$ cat src/rtl/spi_flash_responder.sv
// SPI flash read responder (mode 3). Decodes 0x03 reads and streams bytes from a sync memory port.
// Define SPI_FLASH_RESP_FAST_READ_EN to also accept 0x0B fast read with an 8-bit dummy phase.
module spi_flash_responder (
    input  logic        clk,
    input  logic        rst,
    input  logic        sclk,
    input  logic        cs,
    input  logic        mosi,
    output logic        miso,
    output logic        miso_oe,
    output logic        rd_en,
    output logic [23:0] rd_addr,
    input  logic [7:0]  rd_data,
    output logic        busy,
    output logic        cmd_err
);
    localparam logic [7:0] OP_READ      = 8'h03;
`ifdef SPI_FLASH_RESP_FAST_READ_EN
    localparam logic [7:0] OP_FAST_READ = 8'h0B;
`endif

    typedef enum logic [2:0] {
        S_IDLE,
        S_CMD,
        S_ADDR,
        S_DATA,
        S_IGNORE
`ifdef SPI_FLASH_RESP_FAST_READ_EN
        , S_DUMMY
`endif
    } state_t;

    logic [1:0]  sclk_sync_q, cs_sync_q, mosi_sync_q;
    logic        sclk_prev_q;
    logic        sclk_s, cs_s, mosi_s, sclk_rise, sclk_fall;

    state_t      state_q;
    logic [4:0]  bit_cnt_q;
    logic [6:0]  cmd_q;
    logic [22:0] addr_q;
    logic [7:0]  shift_q, pf_q;
    logic        first_q, use_pf_q, rd_vld_q;
    logic        miso_q, miso_oe_q, rd_en_q, cmd_err_q;
    logic [23:0] rd_addr_q;
`ifdef SPI_FLASH_RESP_FAST_READ_EN
    logic        fast_q;
`endif

    logic [7:0]  opcode;
    logic [23:0] addr_full;
    logic        reload;
    logic [7:0]  shift_src;
    logic        in_stream;

    always_ff @(posedge clk) begin
        if (rst) begin
            sclk_sync_q <= 2'b11;
            cs_sync_q   <= 2'b11;
            mosi_sync_q <= 2'b00;
            sclk_prev_q <= 1'b1;
        end else begin
            sclk_sync_q <= {sclk_sync_q[0], sclk};
            cs_sync_q   <= {cs_sync_q[0], cs};
            mosi_sync_q <= {mosi_sync_q[0], mosi};
            sclk_prev_q <= sclk_sync_q[1];
        end
    end

    assign sclk_s    = sclk_sync_q[1];
    assign cs_s      = cs_sync_q[1];
    assign mosi_s    = mosi_sync_q[1];
    assign sclk_rise = sclk_s & ~sclk_prev_q;
    assign sclk_fall = ~sclk_s & sclk_prev_q;

    assign opcode    = {cmd_q, mosi_s};
    assign addr_full = {addr_q, mosi_s};
    // Every byte after the first comes from the prefetch register at its first falling edge.
    assign reload    = (bit_cnt_q[2:0] == 3'd0) && use_pf_q;
    assign shift_src = reload ? pf_q : shift_q;

    always_comb begin
        in_stream = (state_q == S_DATA);
`ifdef SPI_FLASH_RESP_FAST_READ_EN
        if (state_q == S_DUMMY) in_stream = 1'b1;
`endif
    end

    always_ff @(posedge clk) begin
        if (rst) begin
            state_q   <= S_IDLE;
            bit_cnt_q <= '0;
            cmd_q     <= '0;
            addr_q    <= '0;
            shift_q   <= '0;
            pf_q      <= '0;
            first_q   <= 1'b0;
            use_pf_q  <= 1'b0;
            rd_vld_q  <= 1'b0;
            miso_q    <= 1'b0;
            miso_oe_q <= 1'b0;
            rd_en_q   <= 1'b0;
            rd_addr_q <= '0;
            cmd_err_q <= 1'b0;
`ifdef SPI_FLASH_RESP_FAST_READ_EN
            fast_q    <= 1'b0;
`endif
        end else begin
            rd_en_q   <= 1'b0;
            cmd_err_q <= 1'b0;
            rd_vld_q  <= rd_en_q;
            if (cs_s) begin
                state_q   <= S_IDLE;
                bit_cnt_q <= '0;
                miso_q    <= 1'b0;
                miso_oe_q <= 1'b0;
                rd_vld_q  <= 1'b0;
                first_q   <= 1'b0;
                use_pf_q  <= 1'b0;
            end else begin
                // First returned byte goes straight to the shifter and triggers the prefetch.
                if (rd_vld_q && in_stream) begin
                    if (first_q) begin
                        shift_q   <= rd_data;
                        first_q   <= 1'b0;
                        rd_en_q   <= 1'b1;
                        rd_addr_q <= rd_addr_q + 24'd1;
                    end else begin
                        pf_q <= rd_data;
                    end
                end
                case (state_q)
                    S_IDLE: begin
                        state_q   <= S_CMD;
                        bit_cnt_q <= '0;
`ifdef SPI_FLASH_RESP_FAST_READ_EN
                        fast_q    <= 1'b0;
`endif
                    end
                    S_CMD: if (sclk_rise) begin
                        cmd_q <= {cmd_q[5:0], mosi_s};
                        if (bit_cnt_q == 5'd7) begin
                            bit_cnt_q <= '0;
                            if (opcode == OP_READ) begin
                                state_q <= S_ADDR;
                            end
`ifdef SPI_FLASH_RESP_FAST_READ_EN
                            else if (opcode == OP_FAST_READ) begin
                                state_q <= S_ADDR;
                                fast_q  <= 1'b1;
                            end
`endif
                            else begin
                                cmd_err_q <= 1'b1;
                                state_q   <= S_IGNORE;
                            end
                        end else begin
                            bit_cnt_q <= bit_cnt_q + 5'd1;
                        end
                    end
                    S_ADDR: if (sclk_rise) begin
                        addr_q <= {addr_q[21:0], mosi_s};
                        if (bit_cnt_q == 5'd23) begin
                            bit_cnt_q <= '0;
                            rd_en_q   <= 1'b1;
                            rd_addr_q <= addr_full;
                            first_q   <= 1'b1;
                            use_pf_q  <= 1'b0;
`ifdef SPI_FLASH_RESP_FAST_READ_EN
                            if (fast_q) state_q <= S_DUMMY;
                            else
`endif
                            begin
                                state_q   <= S_DATA;
                                miso_oe_q <= 1'b1;
                            end
                        end else begin
                            bit_cnt_q <= bit_cnt_q + 5'd1;
                        end
                    end
`ifdef SPI_FLASH_RESP_FAST_READ_EN
                    S_DUMMY: if (sclk_rise) begin
                        if (bit_cnt_q == 5'd7) begin
                            bit_cnt_q <= '0;
                            state_q   <= S_DATA;
                            miso_oe_q <= 1'b1;
                        end else begin
                            bit_cnt_q <= bit_cnt_q + 5'd1;
                        end
                    end
`endif
                    S_DATA: if (sclk_fall) begin
                        miso_q    <= shift_src[7];
                        shift_q   <= {shift_src[6:0], 1'b0};
                        use_pf_q  <= 1'b1;
                        bit_cnt_q <= {2'b00, bit_cnt_q[2:0] + 3'd1};
                        if (reload) begin
                            rd_en_q   <= 1'b1;
                            rd_addr_q <= rd_addr_q + 24'd1;
                        end
                    end
                    S_IGNORE: ;
                    default: state_q <= S_IDLE;
                endcase
            end
        end
    end

    assign miso    = miso_q;
    assign miso_oe = miso_oe_q;
    assign rd_en   = rd_en_q;
    assign rd_addr = rd_addr_q;
    assign busy    = ~cs_s;
    assign cmd_err = cmd_err_q;
endmodule
$ cat config.mk
export PLATFORM = sky130hd
export DESIGN_NAME = spi_flash_responder
export DESIGN_NICKNAME = d
export VERILOG_FILES = /design/src/rtl/spi_flash_responder.sv
export SDC_FILE = /design/constraint.sdc
export NUM_CORES = 1
export LEC_CHECK = 0
export ABC_AREA = 1
export BUFFER_PORTS_ARGS = -buffer_cell sky130_fd_sc_hd__buf_2
export CAP_MARGIN = 15
export CORE_MARGIN = 2
export CORE_UTILIZATION = 24
export CTS_BUF_LIST = sky130_fd_sc_hd__clkbuf_4
export DETAILED_ROUTE_END_ITERATION = 8
export GPL_TIMING_DRIVEN = 0
export PLACE_DENSITY_LB_ADDON = 0.1
export SYNTH_ARGS = -nofsm -noshare
export SYNTH_HDL_FRONTEND = slang
export SYNTH_SLANG_ARGS = --single-unit
$ cat constraint.sdc
create_clock -name clk -period 1.8 [get_ports clk]
set_input_delay 0.09 -clock clk [delete_from_list [all_inputs] [get_ports clk]]
set_output_delay 0.09 -clock clk [all_outputs]
set_load 0.01 [all_outputs]
==> metrics.txt <==
Comb power frac=6.5%; Starting DRT DRC Count=365; DR vias/cell=4.54; ys async rst share=0%; core area=20,900 um^2; reg2reg path depth=12; total of max-cap violations=0; clk buf depth=2; Seq pwr share=55.6%; fin util=31.2%; port bufs=40; placer congestion estimate=0.774; slew at the pin closest to its max-slew limit=631 ps; clk root buf=clkbuf_4; slowest stage cell, crit path=dfxtp_4; Synth Area per Inst=6.56 um^2; beginning of the worst hold path=rst; clock buffer count from CTS=9; Syn. warnings=0; Int Pwr=2.74 mW; Final ANT Viol Nets=0; pwr dens=580 nW/um^2; Max stage delay on crit path=400 ps; Remaining DRCs=0; post-DP HPWL=13,000 um; Leak=2.75 nW; die area=22,400 um^2; clk_lat worst skew=500 ps; Post-Layout Cell Count=1,148; GRT Overall Usage=16.1%; CP arrival=2150 ps; WL/cell=15.5 um; # fillers=2,339; count leader, synth=nand2_1; initial antenna violation count=1; Layout Nets=883; Ports=42; die width=150 um; drt first pass iters=5; Sw Pwr=1.03 mW; clk_skew=16.2 ps; final critical-path share of the clock period=97.3%; switching fraction of total power=27.4%; Clk pwr share=38.0%; grt ovf=0; CTS tree=built; crit start category=flop; crit path cell chain=buf_4 -> nand3_2 -> inv_2 -> nand2_2 -> o21ai_1 -> nand3_2 -> nand2_1 -> nand2_1 -> nand3_1 -> nand2_1 -> nand2_1 -> nand2_1; CP most frequent cell=nand2_1; drt total wl=17,800 um; Synth area leaders=dfxtp_1 36%, nand2_1 12%, o21ai_0 9.3%, inv_1 8.1%, a21oi_1 7.8%; crit path max fanout=6; reg-to-reg startpoint=rd_addr[0]; largest net degree at the start of global routing=18; Main synth FF type=dfxtp_1; min Tclk post-route=1750 ps; first-pass GRT wire length=27,500 um; commonest cells in the netlist=166 x nand2_1, 109 x inv_1, 94 x o21ai_0, 92 x dfxtp_1, 79 x a21oi_1; Final Hold Fails=0; Layout area overhead=28.1%; RSZ-0062 raised after global routing=yes; std cell rows=53; Syn Nets=791; peak supply drop=0.381 mV; top cell type's share of synthesized area=36.2%; Yosys reg bits=92; synthesized instance count=775; vias in the first global route=4,888; Pins Over Slew Limit=0; Worst Setup SP=rd_addr[0]; clock slew at reported path FFs=160 ps; Cell Area, Synth=5080 um^2; H-tree depth=3; Fin Setup TNS=0 ps; critical path class=flop to flop; clk sink count=92; normalized max-slew margin=58.0%; final setup fails=0; fmax=571 MHz; hold path depth=3; min-delay worst type=input port to flop; outcome=complete, no violations; dpl cells=1,090; Die Height=150 um; register area=1880 um^2; dominant cell type by area after synthesis=dfxtp_1; Multi-input gate area=2950 um^2; total power=3.78 mW; post-synthesis sequential area ratio=36.2%; EDFF count, synth=0; share of layout cells above drive strength 1=23.9%; Critical Path End Type=flop; Worst EP required=2200 ps; Vias=5,209; Yosys cell types=43; Initial Utilization=24.3%; Hold WS=198 ps
-- per-layer routing --
| layer | track usage, % | vias to the layer above | wire length, um |
|---|---|---|---|
| met3 | 2.96 | 12 | 568 |
| li1 | - | 2714 | - |
| met1 | 22.0 | 2404 | 8810 |
| met5 | 0 | - | 0 |
| met2 | 26.2 | 79 | 8210 |
| met4 | 3.81 | 0 | 241 |
-- power by group through the flow --
stage | combinational [mW] | sequential, mW | clock [mW]
after floorplan | 0.117 | 2.14 | 0
final | 0.245 | 2.10 | 1.43
after detailed placement | 0.204 | 2.14 | 0
after CTS | 0.234 | 2.10 | 1.50
after global placement | 0.205 | 2.14 | 0
after global routing | 0.271 | 2.10 | 1.57
-- flip-flops by register name (all words and copies together) (netlist names), 2 cells and up --
| signal | count |
|---|---|
| addr_q | 23 |
| rd_addr | 24 |
| pf_q | 8 |
| shift_q | 8 |
| cs_sync_q | 2 |
| cmd_q | 7 |
| sclk_sync_q | 2 |
| state_q | 3 |
| mosi_sync_q | 2 |
| bit_cnt_q | 5 |
-- final cells by class --
class,count,share of cell area [%]
Antenna cell,1,0.0384
Buffer,25,2.38
Clock buffer,9,1.04
Clock inverter,7,1.61
Inverter,117,6.94
Multi-Input combinational cell,542,45.2
Sequential cell,92,28.9
Tap cell,275,5.28
Timing Repair Buffer,80,8.57
-- worst max-delay path, delay by kind of cell, from the launching register on --
family | cells | cell delay, ps
buffers and inverters | 2 | 260
AO/OA/AOI/OAI | 1 | 220
AND/OR/NAND/NOR | 9 | 760
flip-flops | 1 | 400
-- cells by family (layout without fill, tap and decap cells) --
kind of cell / count (synthesis) / after routing / share of synthesized area (%)
AOI/OAI and AO/OA: 203 / 203 / 21.3
buffers and inverters: 142 / 238 / 10.8
DFF: 92 / 92 / 36.2
and+or+nand+nor: 328 / 329 / 29.7
other: 0 / 1 / 0
xor gates and xnor gates: 7 / 7 / 1.21
adders and majority gates: 3 / 3 / 0.739
-- stage by stage --
stage | cell area (um^2) | worst slack (ps)
final | 6510 | 49.1
after global routing | 6510 | -113
after CTS | 6170 | -47.0
after detailed placement | 5630 | -508
after global placement | 5630 | -514
after floorplan | 5080 | 91.8
-- layout by cell type (no fill, tap or decap), types with 10 or more instances in the layout --
cell type	count
o21ai_1	19
clkbuf_1	10
nor2_1	55
o21ai_2	10
dlygate4sd3_1	11
inv_1	105
nand2_1	156
nor2_2	11
dfxtp_2	18
a21oi_1	77
dfxtp_1	69
buf_4	29
o21ai_0	70
buf_2	42
nand3_1	41
-- timing repair --
action,4_1_cts,5_1_grt
cloned,0,2
pin swaps,6,16
endpoints found under the setup margin,55,61
gates resized for setup,70,73
hold endpoints to repair,17,0
hold buffers,11,0
buffers inserted,11,17
-- path summary, 6_finish.rpt --
check	endpoint	slack, ps
setup / recovery	rd_addr[9]	50
hold / removal	shift_q[1]	200
setup reg to reg	rd_addr[9]	50
hold reg to reg	mosi_sync_q[1]	420
Power figures use the tool's default switching activity.
